[src/rtl/esp_bus_master_pkg.sv]
// esp_bus_master_pkg
//   Shared encodings for the Z80 bus master and the SPI command decoder:
//   command opcodes, bus-master FSM states and a small elaboration helper.
package esp_bus_master_pkg;

  typedef enum logic [1:0] {
    OP_ACQUIRE = 2'd0,
    OP_RELEASE = 2'd1,
    OP_WRITE   = 2'd2,
    OP_READ    = 2'd3
  } cmd_op_e;

  typedef enum logic [2:0] {
    ST_FREE,
    ST_REQ,
    ST_OWNED,
    ST_SETUP,
    ST_STROBE,
    ST_HOLD,
    ST_RESP
  } bus_state_e;

  // Larger of two ints, used to size the shared cycle counter.
  function automatic int max_int(input int a, input int b);
    return (a > b) ? a : b;
  endfunction

endpackage

[src/rtl/esp_bus_master_sync2.sv]
// sync2
//   Two-flop synchronizer for a single asynchronous input.
//   i_clk    destination clock
//   i_rst_n  asynchronous active-low reset (both flops load RST_VAL)
//   i_d      asynchronous input
//   o_q      synchronized output (two cycles of latency)
module sync2 #(
  parameter logic RST_VAL = 1'b0
) (
  input  logic i_clk,
  input  logic i_rst_n,
  input  logic i_d,
  output logic o_q
);

  logic r_meta;
  logic r_sync;

  always_ff @(posedge i_clk or negedge i_rst_n) begin
    if (!i_rst_n) begin
      r_meta <= RST_VAL;
      r_sync <= RST_VAL;
    end else begin
      r_meta <= i_d;
      r_sync <= r_meta;
    end
  end

  assign o_q = r_sync;

endmodule

[src/rtl/esp_bus_master.sv]
// esp_bus_master
//   Acquires/releases the Z80 external bus (busreq_n/busack_n) and runs
//   memory read/write cycles with programmable setup/strobe/hold timing on
//   behalf of the SPI command decoder.
// Ports:
//   clk, reset_n                 sysclk, async active-low reset
//   cmd_valid/cmd_ready/cmd_op   command handshake and opcode
//   cmd_addr/cmd_wrdata          address and write data for WRITE/READ
//   rsp_valid/rsp_err            one-cycle completion pulse and error flag
//   rsp_rddata                   last read data
//   owned                        bus currently owned
//   ebus_busreq_n/ebus_busack_n  Z80 bus request / acknowledge (async)
//   ebus_oe, ebus_d_oe           pin driver enables (addr+strobes, data)
//   ebus_a_out/d_out/d_in        address, write data, read data
//   ebus_rd_n/wr_n/mreq_n        Z80 memory strobes
module esp_bus_master
  import esp_bus_master_pkg::*;
#(
  parameter int SETUP_CYC   = 3,
  parameter int STROBE_CYC  = 6,
  parameter int HOLD_CYC    = 2,
  parameter int ACK_TIMEOUT = 4095
) (
  input  logic        clk,
  input  logic        reset_n,
  input  logic        cmd_valid,
  output logic        cmd_ready,
  input  logic [1:0]  cmd_op,
  input  logic [15:0] cmd_addr,
  input  logic [7:0]  cmd_wrdata,
  output logic        rsp_valid,
  output logic        rsp_err,
  output logic [7:0]  rsp_rddata,
  output logic        owned,
  output logic        ebus_busreq_n,
  input  logic        ebus_busack_n,
  output logic        ebus_oe,
  output logic [15:0] ebus_a_out,
  output logic [7:0]  ebus_d_out,
  output logic        ebus_d_oe,
  input  logic [7:0]  ebus_d_in,
  output logic        ebus_rd_n,
  output logic        ebus_wr_n,
  output logic        ebus_mreq_n
);

  localparam int MAXP = max_int(max_int(SETUP_CYC, STROBE_CYC),
                                max_int(HOLD_CYC, ACK_TIMEOUT));
  localparam int CW   = $clog2(MAXP + 1);

  logic w_ack_n;
  logic w_abort;

  bus_state_e    r_state;
  logic [CW-1:0] r_cnt;
  logic          r_is_wr;
  logic          r_cmd_ready;
  logic          r_rsp_valid;
  logic          r_rsp_err;
  logic [7:0]    r_rsp_rddata;
  logic          r_owned;
  logic          r_busreq_n;
  logic          r_oe;
  logic [15:0]   r_a_out;
  logic [7:0]    r_d_out;
  logic          r_d_oe;
  logic          r_rd_n;
  logic          r_wr_n;
  logic          r_mreq_n;

  sync2 #(.RST_VAL(1'b1)) u_ack_sync (
    .i_clk   (clk),
    .i_rst_n (reset_n),
    .i_d     (ebus_busack_n),
    .o_q     (w_ack_n)
  );

  // Z80 took the bus back while a memory cycle was in flight.
  assign w_abort = w_ack_n && (r_state == ST_SETUP || r_state == ST_STROBE ||
                               r_state == ST_HOLD);

  always_ff @(posedge clk or negedge reset_n) begin
    if (!reset_n) begin
      r_state      <= ST_FREE;
      r_cnt        <= '0;
      r_is_wr      <= 1'b0;
      r_cmd_ready  <= 1'b0;
      r_rsp_valid  <= 1'b0;
      r_rsp_err    <= 1'b0;
      r_rsp_rddata <= '0;
      r_owned      <= 1'b0;
      r_busreq_n   <= 1'b1;
      r_oe         <= 1'b0;
      r_a_out      <= '0;
      r_d_out      <= '0;
      r_d_oe       <= 1'b0;
      r_rd_n       <= 1'b1;
      r_wr_n       <= 1'b1;
      r_mreq_n     <= 1'b1;
    end else begin
      // Counter free-runs within a state; every transition reloads it.
      r_rsp_valid <= 1'b0;
      r_cnt       <= r_cnt + 1'b1;
      if (w_abort) begin
        r_cnt       <= '0;
        r_rd_n      <= 1'b1;
        r_wr_n      <= 1'b1;
        r_mreq_n    <= 1'b1;
        r_oe        <= 1'b0;
        r_d_oe      <= 1'b0;
        r_owned     <= 1'b0;
        r_busreq_n  <= 1'b1;
        r_rsp_valid <= 1'b1;
        r_rsp_err   <= 1'b1;
        r_state     <= ST_RESP;
      end else begin
        case (r_state)
          ST_FREE: begin
            r_cmd_ready <= 1'b1;
            if (cmd_valid && r_cmd_ready) begin
              r_cmd_ready <= 1'b0;
              r_cnt       <= '0;
              case (cmd_op_e'(cmd_op))
                OP_ACQUIRE: begin
                  r_busreq_n <= 1'b0;
                  r_state    <= ST_REQ;
                end
                OP_RELEASE: begin
                  r_rsp_valid <= 1'b1;
                  r_rsp_err   <= 1'b0;
                  r_state     <= ST_RESP;
                end
                default: begin
                  // Memory cycle without the bus: refuse, touch nothing.
                  r_rsp_valid <= 1'b1;
                  r_rsp_err   <= 1'b1;
                  r_state     <= ST_RESP;
                end
              endcase
            end
          end
          ST_REQ: begin
            if (!w_ack_n) begin
              r_cnt       <= '0;
              r_owned     <= 1'b1;
              r_oe        <= 1'b1;
              r_rsp_valid <= 1'b1;
              r_rsp_err   <= 1'b0;
              r_state     <= ST_RESP;
            end else if (r_cnt == CW'(ACK_TIMEOUT - 1)) begin
              r_cnt       <= '0;
              r_busreq_n  <= 1'b1;
              r_rsp_valid <= 1'b1;
              r_rsp_err   <= 1'b1;
              r_state     <= ST_RESP;
            end
          end
          ST_OWNED: begin
            r_cmd_ready <= 1'b1;
            if (cmd_valid && r_cmd_ready) begin
              r_cmd_ready <= 1'b0;
              r_cnt       <= '0;
              case (cmd_op_e'(cmd_op))
                OP_ACQUIRE: begin
                  r_rsp_valid <= 1'b1;
                  r_rsp_err   <= 1'b0;
                  r_state     <= ST_RESP;
                end
                OP_RELEASE: begin
                  // Release without waiting for busack_n to rise.
                  r_oe        <= 1'b0;
                  r_d_oe      <= 1'b0;
                  r_busreq_n  <= 1'b1;
                  r_owned     <= 1'b0;
                  r_rsp_valid <= 1'b1;
                  r_rsp_err   <= 1'b0;
                  r_state     <= ST_RESP;
                end
                default: begin
                  r_a_out <= cmd_addr;
                  r_d_out <= cmd_wrdata;
                  r_is_wr <= (cmd_op_e'(cmd_op) == OP_WRITE);
                  r_d_oe  <= (cmd_op_e'(cmd_op) == OP_WRITE);
                  r_state <= ST_SETUP;
                end
              endcase
            end
          end
          ST_SETUP: begin
            if (r_cnt == CW'(SETUP_CYC - 1)) begin
              r_cnt    <= '0;
              r_mreq_n <= 1'b0;
              r_wr_n   <= !r_is_wr;
              r_rd_n   <= r_is_wr;
              r_state  <= ST_STROBE;
            end
          end
          ST_STROBE: begin
            if (r_cnt == CW'(STROBE_CYC - 1)) begin
              r_cnt    <= '0;
              r_mreq_n <= 1'b1;
              r_wr_n   <= 1'b1;
              r_rd_n   <= 1'b1;
              if (!r_is_wr) r_rsp_rddata <= ebus_d_in;
              r_state  <= ST_HOLD;
            end
          end
          ST_HOLD: begin
            if (r_cnt == CW'(HOLD_CYC - 1)) begin
              r_cnt       <= '0;
              r_d_oe      <= 1'b0;
              r_rsp_valid <= 1'b1;
              r_rsp_err   <= 1'b0;
              r_state     <= ST_RESP;
            end
          end
          ST_RESP: begin
            r_cnt       <= '0;
            r_cmd_ready <= 1'b1;
            r_state     <= r_owned ? ST_OWNED : ST_FREE;
          end
          default: begin
            r_cnt   <= '0;
            r_state <= ST_FREE;
          end
        endcase
      end
    end
  end

  assign cmd_ready     = r_cmd_ready;
  assign rsp_valid     = r_rsp_valid;
  assign rsp_err       = r_rsp_err;
  assign rsp_rddata    = r_rsp_rddata;
  assign owned         = r_owned;
  assign ebus_busreq_n = r_busreq_n;
  assign ebus_oe       = r_oe;
  assign ebus_a_out    = r_a_out;
  assign ebus_d_out    = r_d_out;
  assign ebus_d_oe     = r_d_oe;
  assign ebus_rd_n     = r_rd_n;
  assign ebus_wr_n     = r_wr_n;
  assign ebus_mreq_n   = r_mreq_n;

endmodule

[config.mk]
export PLATFORM = sky130hd
export DESIGN_NAME = esp_bus_master
export DESIGN_NICKNAME = d
export VERILOG_FILES = /design/src/rtl/esp_bus_master_pkg.sv /design/src/rtl/esp_bus_master_sync2.sv /design/src/rtl/esp_bus_master.sv
export SDC_FILE = /design/constraint.sdc
export NUM_CORES = 1
export LEC_CHECK = 0
export ABC_AREA = 1
export CAP_MARGIN = 20
export CORE_AREA = 2 2 99 77
export CTS_CLUSTER_SIZE = 14
export DETAILED_ROUTE_END_ITERATION = 6
export DIE_AREA = 0 0 101 79
export PLACE_DENSITY = 0.76
export SLEW_MARGIN = 0
export SYNTH_ARGS = -nofsm -noshare
export SYNTH_HDL_FRONTEND = slang
export SYNTH_SLANG_ARGS = --single-unit
export TNS_END_PERCENT = 1
[constraint.sdc]
create_clock -name clk -period 1.76 [get_ports clk]
set_clock_uncertainty 0.05 [all_clocks]
set_input_delay 0.264 -clock clk [delete_from_list [all_inputs] [get_ports clk]]
set_output_delay 0.264 -clock clk [all_outputs]
set_load 0.1 [all_outputs]
# Word level (Yosys, flattened, before mapping)
# Cells that the tools add are included.
# totals
register_bits	59
# op_classes
n_addsub	1
eq_ne	26
muxes	66
n_bitwise	3
n_reduce_logical	24
# ops
operator	n
$mux W12	7
$pmux W12 S5	1
$mux W1	35
$mux W3	10
$ne A3 B3 Y1 const B	9
$pmux W3 S7	1
$pmux W1 S2	8
$reduce_and A4 Y1	4
$reduce_and A7 Y1	2
$add A12 B1 Y12 const B	1
$eq A12 B1 Y1 const B	1
$eq A12 B12 Y1 const B	1
$eq A12 B2 Y1 const B	1
$eq A12 B3 Y1 const B	1
$ne A3 B2 Y1 const B	4
$eq A3 B3 Y1 const B	3
$reduce_bool A3 Y1	3
$pmux W1 S4	2
$eq A3 B2 Y1 const B	2
$reduce_and A6 Y1	1
$reduce_bool A5 Y1	1
$ne A4 B4 Y1 const B	1
$reduce_bool A4 Y1	1
$reduce_or A2 Y1	2
other kinds (14)	18

# Depth between registers and ports, before layout
# logic_depth
word_depth	6
depth_mapped	11

# Cells and area by module
# A second synthesis with hierarchy kept.
# hier_totals
cells_unflattened	357
hier_area_um2	3012.9
# by_module_without_submodules
module	instances	cells_per_inst	area_each_um2
esp_bus_master	1	355	2960.3
sync2	1	2	52.6

# Worst setup path after synthesis
# OpenSTA, ideal clock, no wires.
# synth_path
path_type	reg-to-reg
start	register r_cmd_ready, in the netlist cmd_ready
end	register r_cnt[9]
setup_ns	0.122
arrival_ns	1.938
setup_slack_ns	-0.350
path_stages_with_launch	8
path_buffers	1
synth_period_minus_slack_ns	2.110
path_cell_list	dfrtp_1 > nand2_1 > nand2_1 > a21boi_1 > nand3_1 > nand2_2 > buf_6 > nor2_2
# synth_via
elab_chain_cells	4
# synth_lines
element	line_no	source
from (decl)	esp_bus_master.sv:57	logic r_cmd_ready;
from (signal assigned)	esp_bus_master.sv:87	r_cmd_ready <= 1'b0;
from (signal assigned)	esp_bus_master.sv:119	r_cmd_ready <= 1'b1;
from (signal assigned)	esp_bus_master.sv:121	r_cmd_ready <= 1'b0;
$logic_and A1 B1 Y1	esp_bus_master.sv:120, esp_bus_master.sv:160	
$mux W12	esp_bus_master.sv:120, esp_bus_master.sv:160	
$pmux W12 S5	esp_bus_master.sv:117	case (r_state)
$mux W12	esp_bus_master.sv:104	if (w_abort) begin
to (signal assigned)	esp_bus_master.sv:103	r_cnt <= r_cnt + 1'b1;
to (decl)	esp_bus_master.sv:55	logic [CW-1:0] r_cnt;
# No other way between the ends.
# A chain may end at the register's enable or synchronous reset.

# Worst setup path after layout
# layout_path
start	register r_state[2]
end	register r_cnt[11]
# layout_via
elab_chain_cells	5
# layout_lines
element	line_no	source
from (decl)	esp_bus_master.sv:54	bus_state_e r_state;
from (signal assigned)	esp_bus_master.sv:220	r_state <= r_owned ? ST_OWNED : ST_FREE;
branches (longest 4 deep; another with $pmux W12 S5)	-	
$mux W12 *	esp_bus_master.sv:104	
# Mark *: on every way between the ends.

==> metrics <==
Clock Latency Late Sink 0.34 ns; Hold Path Sink u_ack_sync.r_meta; fin cells 569; # port buffers 79; number of synthesized flops with an enable pin 0; CTS tree done; largest net degree at the start of global routing between 40 and 50; dpl cells 548; FMAX 0.5803 GHz; initial antenna violation count 0; total number of vias 2805; Slew HR 71.90%; status finished, final reports clean; Hold Path Class input pin to flop; Post-route DRC 0; chip width 101 µm; Startpoint Class flop; drt pass-1 iters 7; Yosys cell types 30; CTS Buffer Depth 2; highest routed layer met4; register area 1491 µm²; CP Capture Type flop; die area approximately 8000 µm²; DP Area 4373 µm²; vias per inst between 4 and 5; WL/cell 13.22 µm; vias in the first global route 2634; Worst IR Drop VDD around 1800 µV; Final min period around 1.7 ns; fill cell count between 500 and 600; Nets around 520; Mapped Nets ~410; met3 WL 803 µm; metal2 WL around 3500 µm; P&R area growth vs syn 61.13%; pwr/cell area 2150 nW/µm²; number of cell rows 27; final setup fails 0; syn avg cell area about 7.9 µm²; Die Y between 70 and 80 µm; Worst Hold Depth 1; Multi-input gate area 1285 µm²; Mapped Cells ~370; TritonCTS buffer count 9; core area between 7000 and 8000 µm²; fin area about 4700 µm²; crit share post-route a little over nine tenths; worst-path fanout max 6; reg-to-reg endpoint r_cnt[11]; worst slew pin tran 0.4215 ns; Routed WL around 7500 µm; top_reg_cell synth dfrtp_1; cell area after synthesis around 2900 µm²; post-synthesis sequential area ratio 50.66%; fin. max-slew vios 0; cell leakage power approximately 2.3 nW; num ports 80; worst endpoint data arrival time 1.93 ns; most common cell after layout, fill and taps aside nand2_1; clock sink total 59; worst path required time 1.97 ns; first-pass GRT wire length 12280 µm; metal1 wirelength 3137 µm; asr flop ratio synth 100.0%; dpl hpwl 5467 µm; worst r2r src r_state[2]; Ys Warns 0; most frequent cells in the layout nand2_1 (136), dfrtp_1 (49), buf_12 (45); H-tree Lvls 3; Root Driver clkbuf_8; fraction of layout cells with a size suffix above 1 29.25%; Tot GR Track Use 19.67%; Reg2Reg Setup Slack 0.04 ns; total gr overflow 0; Crit Path Category flop to flop; Ant. Diodes 0; Core Util, Final 66.53%; DRT antenna net count 0; overall power 0.01015 W; max cap viols 0; GP Congestion approximately 0.92; Hold Startpoint ebus_busack_n; Worst-path clk slew roughly 0.07 ns; Final Hold Viols 0; Synth Register Bits 59; initial DRC count 185; Initial Utilization 41.29%; R2R depth 9
==> synth_stat cells (2+ instances only) <==
master   number  area (µm²)
o21ai_1      12       60.06
xnor2_1       2       17.52
nor2_2       13       81.33
dfrtp_1      53        1326
o21ai_0       5       25.02
inv_2         6       22.52
dfstp_2       6       157.7
nand3_1      27       135.1
nor3_1        3       15.01
buf_6         2       22.52
xor2_1        4       35.03
buf_4         3       22.52
nor2_1       33       123.9
buf_2         5       25.02
inv_1        32       120.1
ha_1          3       37.54
nand3_2       2       20.02
nand4_1       7       43.79
nor2_4        3       33.78
a21oi_1       2       10.01
nand2_2       4       25.02
nand2_1     136       510.5
==> cells by family after synthesis <==
logic type | synth area share (%)
buffers and inverters | 7.390
AOI/OAI and AO/OA | 4.913
adders and majority gates | 1.282
xor gates and xnor gates | 1.794
and+or+nand+nor | 33.96
DFF | 50.66
==> cell type report <==
| class | count | share of cell area [%] |
|---|---|---|
| clock buffer | 10 | 2.916 |
| clock inverter | 6 | 1.882 |
| inverter | 39 | 3.155 |
| multi-input combinational | 263 | 27.23 |
| sequential | 59 | 31.60 |
| tap | 87 | 2.306 |
| timing repair buffer | 105 | 30.91 |
==> layer usage <==
metal / vias up / track usage (%)
met5: - / 0
met4: 0 / 5.946
met3: 14 / 8.451
met2: 129 / 29.80
met1: 1293 / 25.67
li1: 1369 / -
==> registers in the layout, indices dropped and copies added (netlist names) <==
signal	count
ebus_a_out	16
ebus_d_out	8
ebus_rd_n	1
r_state	3
rsp_rddata	8
ebus_oe	1
ebus_mreq_n	1
rsp_valid	1
ebus_busreq_n	1
ebus_d_oe	1
u_ack_sync.r_meta	1
r_is_wr	1
u_ack_sync.o_q	1
r_cnt	12
cmd_ready	1
ebus_wr_n	1
rsp_err	1
==> stage by stage <==
step	TNS (ns)	setup WS [ns]	hold slack [ns]
finish	0	0.03672	0.2839
detailed placement	-0.001214	-0.001214	0.1756
floorplan	0	0.09009	-0.08159
CTS	0	0.03224	0.2674
global route	-0.3616	-0.04190	0.2788
global placement	0	0.03208	0.1701
==> worst max-delay path by stage <==
stage	from	end	slack [ns]	depth (start not counted)
CTS	r_cnt[1]	r_cnt[11]	0.03	10
global placement	cmd_valid	r_cnt[7]	0.03	8
detailed placement	cmd_valid	r_cnt[11]	-0.001	8
finish	r_state[2]	r_cnt[11]	0.04	9
floorplan	ebus_oe	owned	0.09	1
global route	r_cnt[1]	r_cnt[11]	-0.04	10
==> report_power, final <==
group	internal, W	switching (W)	leakage, nW
Combinational	0.00234	0.00410	1.48
Sequential	0.00183	0.000489	0.709
Clock	0.000834	0.000554	0.108
Total	0.00500	0.00514	2.30
==> worst max-delay path, cell delays in order (launching register included) <==
cell	delay [ns]
dfrtp_1	0.52
inv_2	0.11
nand3_2	0.09
nand3_1	0.09
nand2_2	0.13
inv_2	0.07
a21oi_2	0.18
nand2_2	0.13
buf_12	0.16
nor2_2	0.11
==> timing repair <==
item	CTS	global route
pin swaps	0	9
gates resized for setup	1	22
buffers inserted	0	3
endpoints found under the setup margin	1	23
hold endpoints to repair	17	0
hold buffers	1	0
gates cloned	0	1
No activity file was read; power rests on OpenSTA's default activity.
